## src/rtl/op_issuer.sv

```systemverilog
// Initiator side of the opr/start/done handshake: walks a program ROM, issues each
// opcode with a one-cycle start pulse and waits for done, with halt/invalid/timeout handling.
module op_issuer #(
    parameter int OPR_W   = 4,
    parameter int PC_W    = 5,
    parameter int TIMEOUT = 63
) (
    input  logic             clock,
    input  logic             reset,
    input  logic             run,
    output logic [PC_W-1:0]  pc,
    input  logic [OPR_W-1:0] instr_data,
    output logic [OPR_W-1:0] opr,
    output logic             start,
    input  logic             done,
    output logic             busy,
    output logic             halted,
    output logic             error,
    output logic [1:0]       err_code,
    output logic [PC_W:0]    issued_count
);

    typedef enum logic [2:0] {
        S_IDLE, S_FETCH, S_ISSUE, S_WAIT, S_HALT, S_ERROR
    } state_t;

    localparam logic [OPR_W-1:0] OP_HALT  = OPR_W'(15);
    localparam logic [7:0]       WD_LIMIT = 8'(TIMEOUT - 1);
    localparam logic [1:0]       ERR_NONE    = 2'b00;
    localparam logic [1:0]       ERR_INVALID = 2'b01;
    localparam logic [1:0]       ERR_TIMEOUT = 2'b10;

    state_t             state_q, state_d;
    logic [PC_W-1:0]    pc_q, pc_d;
    logic [OPR_W-1:0]   opr_q, opr_d;
    logic [PC_W:0]      cnt_q, cnt_d;
    logic [7:0]         wd_q, wd_d;
    logic [1:0]         err_code_q, err_code_d;
    logic               start_q, start_d;
    logic               busy_q, busy_d;
    logic               halted_q, halted_d;
    logic               error_q, error_d;

    function automatic logic is_valid(input logic [OPR_W-1:0] op);
        case (op)
            OPR_W'(0), OPR_W'(1), OPR_W'(2), OPR_W'(3), OPR_W'(4),
            OPR_W'(6), OPR_W'(8), OPR_W'(9), OPR_W'(10): is_valid = 1'b1;
            default:                                     is_valid = 1'b0;
        endcase
    endfunction

    always_comb begin
        // NOTE: every signal gets its hold value first so no path through the case infers a latch.
        state_d    = state_q;
        pc_d       = pc_q;
        opr_d      = opr_q;
        cnt_d      = cnt_q;
        wd_d       = wd_q;
        err_code_d = err_code_q;
        case (state_q)
            S_IDLE, S_HALT: begin
                if (run) begin
                    pc_d    = '0;
                    cnt_d   = '0;
                    state_d = S_FETCH;
                end
            end
            S_FETCH: begin
                if (instr_data == OP_HALT) begin
                    state_d = S_HALT;
                end else if (!is_valid(instr_data)) begin
                    err_code_d = ERR_INVALID;
                    state_d    = S_ERROR;
                end else begin
                    opr_d   = instr_data;
                    state_d = S_ISSUE;
                end
            end
            S_ISSUE: begin
                wd_d    = '0;
                state_d = S_WAIT;
            end
            S_WAIT: begin
                // done takes precedence over a watchdog expiring on the same edge
                if (done) begin
                    cnt_d = cnt_q + (PC_W+1)'(1);
                    if (pc_q == '1) begin
                        state_d = S_HALT;
                    end else begin
                        pc_d    = pc_q + PC_W'(1);
                        state_d = S_FETCH;
                    end
                end else if (wd_q == WD_LIMIT) begin
                    err_code_d = ERR_TIMEOUT;
                    state_d    = S_ERROR;
                end else begin
                    wd_d = wd_q + 8'd1;
                end
            end
            S_ERROR: state_d = S_ERROR;
            default: state_d = S_IDLE;
        endcase

        // Status outputs are registered copies of the state being entered.
        start_d  = (state_d == S_ISSUE);
        busy_d   = (state_d == S_FETCH) || (state_d == S_ISSUE) || (state_d == S_WAIT);
        halted_d = (state_d == S_HALT);
        error_d  = (state_d == S_ERROR);
    end

    // NOTE: sequential state uses non-blocking assignments only; reset is synchronous.
    always_ff @(posedge clock) begin
        if (!reset) begin
            state_q    <= S_IDLE;
            pc_q       <= '0;
            opr_q      <= '0;
            cnt_q      <= '0;
            wd_q       <= '0;
            err_code_q <= ERR_NONE;
            start_q    <= 1'b0;
            busy_q     <= 1'b0;
            halted_q   <= 1'b0;
            error_q    <= 1'b0;
        end else begin
            state_q    <= state_d;
            pc_q       <= pc_d;
            opr_q      <= opr_d;
            cnt_q      <= cnt_d;
            wd_q       <= wd_d;
            err_code_q <= err_code_d;
            start_q    <= start_d;
            busy_q     <= busy_d;
            halted_q   <= halted_d;
            error_q    <= error_d;
        end
    end

    assign pc           = pc_q;
    assign opr          = opr_q;
    assign start        = start_q;
    assign busy         = busy_q;
    assign halted       = halted_q;
    assign error        = error_q;
    assign err_code     = err_code_q;
    assign issued_count = cnt_q;

endmodule

```

## config.mk

```make
export PLATFORM = sky130hd
export DESIGN_NAME = op_issuer
export DESIGN_NICKNAME = d
export VERILOG_FILES = /design/src/rtl/op_issuer.sv
export SDC_FILE = /design/constraint.sdc
export NUM_CORES = 1
export LEC_CHECK = 0
export ABC_AREA = 1
export CORE_UTILIZATION = 42
export DETAILED_ROUTE_END_ITERATION = 12
export PLACE_DENSITY_LB_ADDON = 0.1
export SLEW_MARGIN = 0
export SYNTH_ARGS = -nofsm -noshare
export SYNTH_HDL_FRONTEND = slang
export SYNTH_SLANG_ARGS = --single-unit
export TNS_END_PERCENT = 10
```

## constraint.sdc

```tcl
create_clock -name clock -period 1.7 [get_ports clock]
set_clock_uncertainty 0.15 [all_clocks]
set_input_delay 0.34 -clock clock [delete_from_list [all_inputs] [get_ports clock]]
set_output_delay 0.34 -clock clock [all_outputs]
set_load 0.05 [all_outputs]
```

==> out/results.env <==
OUTCOME='complete, no violations'
CTSROOTBUFFERMASTER='sky130_fd_sc_hd__clkbuf_8'
CP_SLOWEST_CELL='sky130_fd_sc_hd__dfxtp_2'
YOSYSUNIQUECELLTYPES=25
P_PER_AREA_nW_PER_UM2=804
DIE_W_UM=64.3
HTREE_NUM_LEVELS=2
AREA_DELTA_SYNTH_FINAL_PCT=47.3
VIAS=1600
START_UTIL_PCT=44.2
MIN-DELAY-PATH-CLASS='reg -> reg'
DETAIL_ROUTE.ITER0.VIOLATIONS=84
POST-DP-HPWL_UM=2730
CRIT_REQUIRED_NS=1.73
I_O_PINS=29
WL_CELL_UM=10.6
SYNTH.YOSYS.SEQ_AREA_SHARE_PCT=39.3
LARGEST_NET_DEGREE_AT_THE_START_OF_GLOBAL_ROUTING=13
GRT_ANTENNA_BEFORE_REPAIR=0
FILLCELLCOUNT=342
DRT_WL_TOTAL_UM=3580
CLK_LATENCY_NS=0.29
TNS_NS=0
POSTCTSHOLDBUFS=0
WORST_PIN_SLEW_NS=0.318
CRITPATHMAXFANOUT=2
VIAS_PER_CELL=4.75
DRIVE_GT1_SHARE_PCT=25.6
CHIPHEIGHT_UM=64.3
CTS_RESIZED=0
GLOBAL_ROUTE.USAGE.TOTAL_PCT=19.3
MAX-SLEW-MARGIN-REL_PCT=78.8
MAXCLOCKFREQUENCY_MHz=635
CP_DATA_ARRIVAL_TIME_NS=1.61
CTS_TREE='done'
START_KIND='flop'
SYNTH-WARNING-COUNT=0
FINAL.MIN_CLOCK_PERIOD_NS=1.58
PATH_TYPE_OF_THE_WORST_SETUP_PATH='reg -> reg'
ANTENNA-DIODE-COUNT=0
DESIGN.DIE.AREA_UM2=4140
SETUP_VIOLATIONS=0
DRC=0
PORT_BUFFERS=28
FINAL_MIN_PERIOD_OVER_CLOCK_PERIOD_PCT=92.7
CTS_BUFFERS=5
CRIT_CHAIN='ha_4 -> nand2_2 -> nor2_1 -> ha_2 -> inv_2 -> nand2_2 -> nand2_2 -> buf_4 -> nand3_1 -> nand2_1 -> nand2_1 -> nor2_1'
STD_CELL_ROWS=22
GRT_OVERFLOW_TOTAL=0
MOST_FREQUENT_CELLS_IN_THE_LAYOUT='50 x sky130_fd_sc_hd__nand2_1, 42 x sky130_fd_sc_hd__nor2_1, 29 x sky130_fd_sc_hd__dfxtp_1, 21 x sky130_fd_sc_hd__inv_1, 20 x sky130_fd_sc_hd__a21oi_1'
POST_SYNTH_INSTANCE_AREA_UM2=1630
DRT-PASS1-ITER-COUNT=4
GRT_SETUP_UNREPAIRED='true'
FIRST_GLOBAL_VIAS=1416
CRIT_PATH_MOST_REPEATED_CELL='sky130_fd_sc_hd__nand2_2'
POWER_LEAKAGE_nW=1.03
CTS.REPORTEDPATHS.CLKPINSLEW_NS=0.07
LAYOUT_COMMONEST_CELL='sky130_fd_sc_hd__nand2_1'
DESIGN.CORE.AREA_UM2=3690
STDCELL_COUNT=337
PLACE_CONGESTION=0.805
POSTCTSSETUPREPAIRBUFS=0
VDD_IR_DROP_MAX_V=0.000523
CRITICAL_PATH.ENDPOINT_TYPE='flop'
POWER.TOTAL_mW=1.93
FINALHOLDVIOLCOUNT=0
GRT_FIRST_PASS_WIRELENGTH_UM=6130
CLOCKBUFFERDEPTH=2
FIN_NETS=301
SYNTH-SEQ-CELLS=32
POSTSYNTHAREAPERCELL_UM2=6.85
DRV_SLEW=0
CTS_NUM_SINKS=32
SYN-INSTANCE-COUNT=238
MAPPEDNETLISTNETS=251
PLACED_CELLS=329
DRT.ANTENNA.VIOLATING_NETS=0
MAX_CAP_VIOLATIONS=0
CP_SLOWEST_STAGE_DELAY_NS=0.35
==> flip-flops by register name, indices dropped and copies added, names as in the netlist <==
register / cells
err_code: 2
busy: 1
issued_count: 6
start: 1
opr: 4
wd_q: 8
error: 1
pc: 5
state_q: 3
halted: 1
==> worst paths after layout <==
kind,startpoint,to,slack [ns],depth (start not counted)
max,pc[0],pc[3],0.12,12
min,wd_q[4],wd_q[4],0.36,2
max reg2reg,pc[0],pc[3],0.12,12
min reg2reg,wd_q[4],wd_q[4],0.36,2
==> cell families after synthesis <==
| kind of cell | share of synthesized area, % |
|---|---|
| AO/OA/AOI/OAI | 11.9 |
| XOR/XNOR | 1.61 |
| adder cells (fa/ha/maj) | 3.84 |
| buffers and inverters | 6.75 |
| flip-flops | 39.3 |
| AND/OR/NAND/NOR | 36.6 |
==> routing by layer <==
layer	wire, µm	vias up	track usage, %
met5	0	-	0
met4	57	0	9.17
li1	-	866	-
met1	1820	705	24.8
met3	106	7	4.82
met2	1600	22	29.7
==> layout make-up <==
cell class | instances | area, µm² | share of cell area, %
clock buffers | 6 | 82.6 | 3.44
clock inverters | 2 | 10.0 | 0.417
inverters | 27 | 101 | 4.22
multi-input cells | 177 | 910 | 37.9
flip-flops and latches | 32 | 644 | 26.8
well taps | 48 | 60.1 | 2.50
repair buffers | 45 | 593 | 24.7
==> stage by stage <==
stage / setup slack, ns / hold slack, ns / util [%] / instance area (µm²)
5_1_grt: -0.000585 / 0.383 / 65.1 / 2400
6_report: 0.124 / 0.356 / 65.1 / 2400
4_1_cts: 0.0276 / 0.354 / 64.3 / 2370
2_1_floorplan: 0.0138 / 0.300 / - / 1630
3_3_place_gp: -0.159 / 0.345 / 61.8 / 2280
3_5_place_dp: -0.220 / 0.343 / 61.8 / 2280
==> cell usage after synthesis <==
cell type                  number  share of area, %
sky130_fd_sc_hd__dfxtp_1       32                39
sky130_fd_sc_hd__a31oi_1        2              0.77
sky130_fd_sc_hd__nand2_4        1              0.69
sky130_fd_sc_hd__or2_1          1              0.38
sky130_fd_sc_hd__and3_1         2              0.77
sky130_fd_sc_hd__ha_1           5               3.8
sky130_fd_sc_hd__nor2_4         3               2.1
sky130_fd_sc_hd__nor3_1         2              0.61
sky130_fd_sc_hd__nand3_1       16               4.9
sky130_fd_sc_hd__xor2_1         3               1.6
sky130_fd_sc_hd__nor3b_1        1              0.46
sky130_fd_sc_hd__nand4_1        4               1.5
sky130_fd_sc_hd__o21bai_1       2              0.92
sky130_fd_sc_hd__nor2_2         1              0.38
sky130_fd_sc_hd__nor2_1        43               9.9
sky130_fd_sc_hd__inv_2          4              0.92
sky130_fd_sc_hd__clkbuf_1       1              0.23
sky130_fd_sc_hd__clkinv_1       1              0.23
sky130_fd_sc_hd__a21oi_4        1               1.0
sky130_fd_sc_hd__nand2_1       53                12
sky130_fd_sc_hd__nand2_2        7               2.7
sky130_fd_sc_hd__a21oi_1       20               6.1
sky130_fd_sc_hd__o21ai_0       10               3.1
sky130_fd_sc_hd__clkbuf_2       1              0.31
sky130_fd_sc_hd__inv_1         22               5.1
==> critical path, delay by kind of cell (launching register included) <==
kind	cells	cell delay, ns
fa+ha+maj	2	0.33
buf+inv	2	0.17
flops	1	0.35
simple gates	8	0.48
==> where the power goes <==
group | switching [mW] | internal [mW] | total (mW)
clock | 0.284 | 0.323 | 0.607
combinational | 0.284 | 0.205 | 0.488
sequential | 0.0449 | 0.790 | 0.835
total | 0.613 | 1.32 | 1.93
No activity file was read; power rests on OpenSTA's default activity.
==> variant, RTL diff (same flow settings) <==
Encoding of `state_t`: now one-hot (6 bits for 6 states).
--- a/src/rtl/op_issuer.sv
+++ b/src/rtl/op_issuer.sv
@@ -21,6 +21,6 @@
 );
 
-    typedef enum logic [2:0] {
-        S_IDLE, S_FETCH, S_ISSUE, S_WAIT, S_HALT, S_ERROR
+    typedef enum logic [5:0] {
+        S_IDLE = 6'b000001, S_FETCH = 6'b000010, S_ISSUE = 6'b000100, S_WAIT = 6'b001000, S_HALT = 6'b010000, S_ERROR = 6'b100000
     } state_t;
 
Function: same outputs for any inputs over 10 cycles, from zero or initial values and one cycle with reset low; not proved beyond that.
==> variant against the original RTL <==
  * Routed wire length rose by 16%
  * Setup slack lost 0.030 ns
  * First-iteration DRC count fell by 26%
  * Core utilization decreased by 0.39 points
  * Non-clock buffer count is 7 higher
  * Cell area increased by 11%
  * Area after synthesis up 13%
  * Sequential cell count rose by 3
  * Total power down 3.5%
  * Cell count is 6.5% higher
  * Count of clock-buffer cells in the layout stayed put
  * Critical endpoint is now issued_count[0]
  * Synthesized cell count is 7.1% higher
  * Critical path type unchanged
==> variant: results <==
set metrics [dict create \
    grt_use_met2_pct 32.1 \
    critPathMaxStageDelay_ns 0.37 \
    synth-adder-area-share_pct 3.39 \
    register_area_um2 711 \
    p_leak_nw 1.11 \
    cp_slowest_cell "dfxtp_1" \
    nonClkBufAreaFrac_pct 24.2 \
    whs_ns 0.348 \
    layout-drive-gt1-share_pct 27.8 \
    nNonClkBuffers 52 \
    grt_pass1_vias 1598 \
    grt_pass1_wl_um 7130 \
    outcome "complete, no violations" \
    clock_area_share_pct 3.85 \
    critPathArrivalTime_ns 1.64 \
    synthDistinctLibCells 33 \
    nNetsFinal 322 \
    inv_count 26 \
    multi_input_area_share_pct 39.2 \
    setup_ws_ns 0.0942 \
    drt_iter0_markers 62 \
    dp.cells 351 \
    nFillCells 366 \
    grtUsageTotal_pct 20.7 \
    avgSynthCellArea_um2 7.25 \
    reg2reg_from "state_q[0]" \
    hpwlAfterDp_um 3140 \
    routabilityCongestion 0.832 \
    comb.multi_input.count 189 \
]
## variant: cell count changes in the layout (fill, tap and decap cells not counted), sizes merged, moves of 3 or more
cell    delta
dfxtp      +3
nand3      +9
clkinv     -3
buf        +7
## variant: through the flow
stage                     util (%)  area, um2
final                         64.7       2660
after global routing          64.7       2660
after CTS                     64.0       2630
after detailed placement      61.5       2530
after global placement        61.5       2530
after floorplan                  -       1860
## variant: how the worst max path moves through the flow
stage	start	endpoint	cells after the start
floorplan	issued_count[0]	issued_count[4]	6
global placement	instr_data[3]	opr[1]	6
detailed placement	instr_data[3]	opr[1]	6
CTS	pc[0]	pc[3]	10
global route	state_q[0]	issued_count[0]	8
finish	state_q[0]	issued_count[0]	8
## variant: power by group
group,internal [mW],switching [mW]
Clock,0.430,0.291
Combinational,0.119,0.168
Sequential,0.835,0.0191
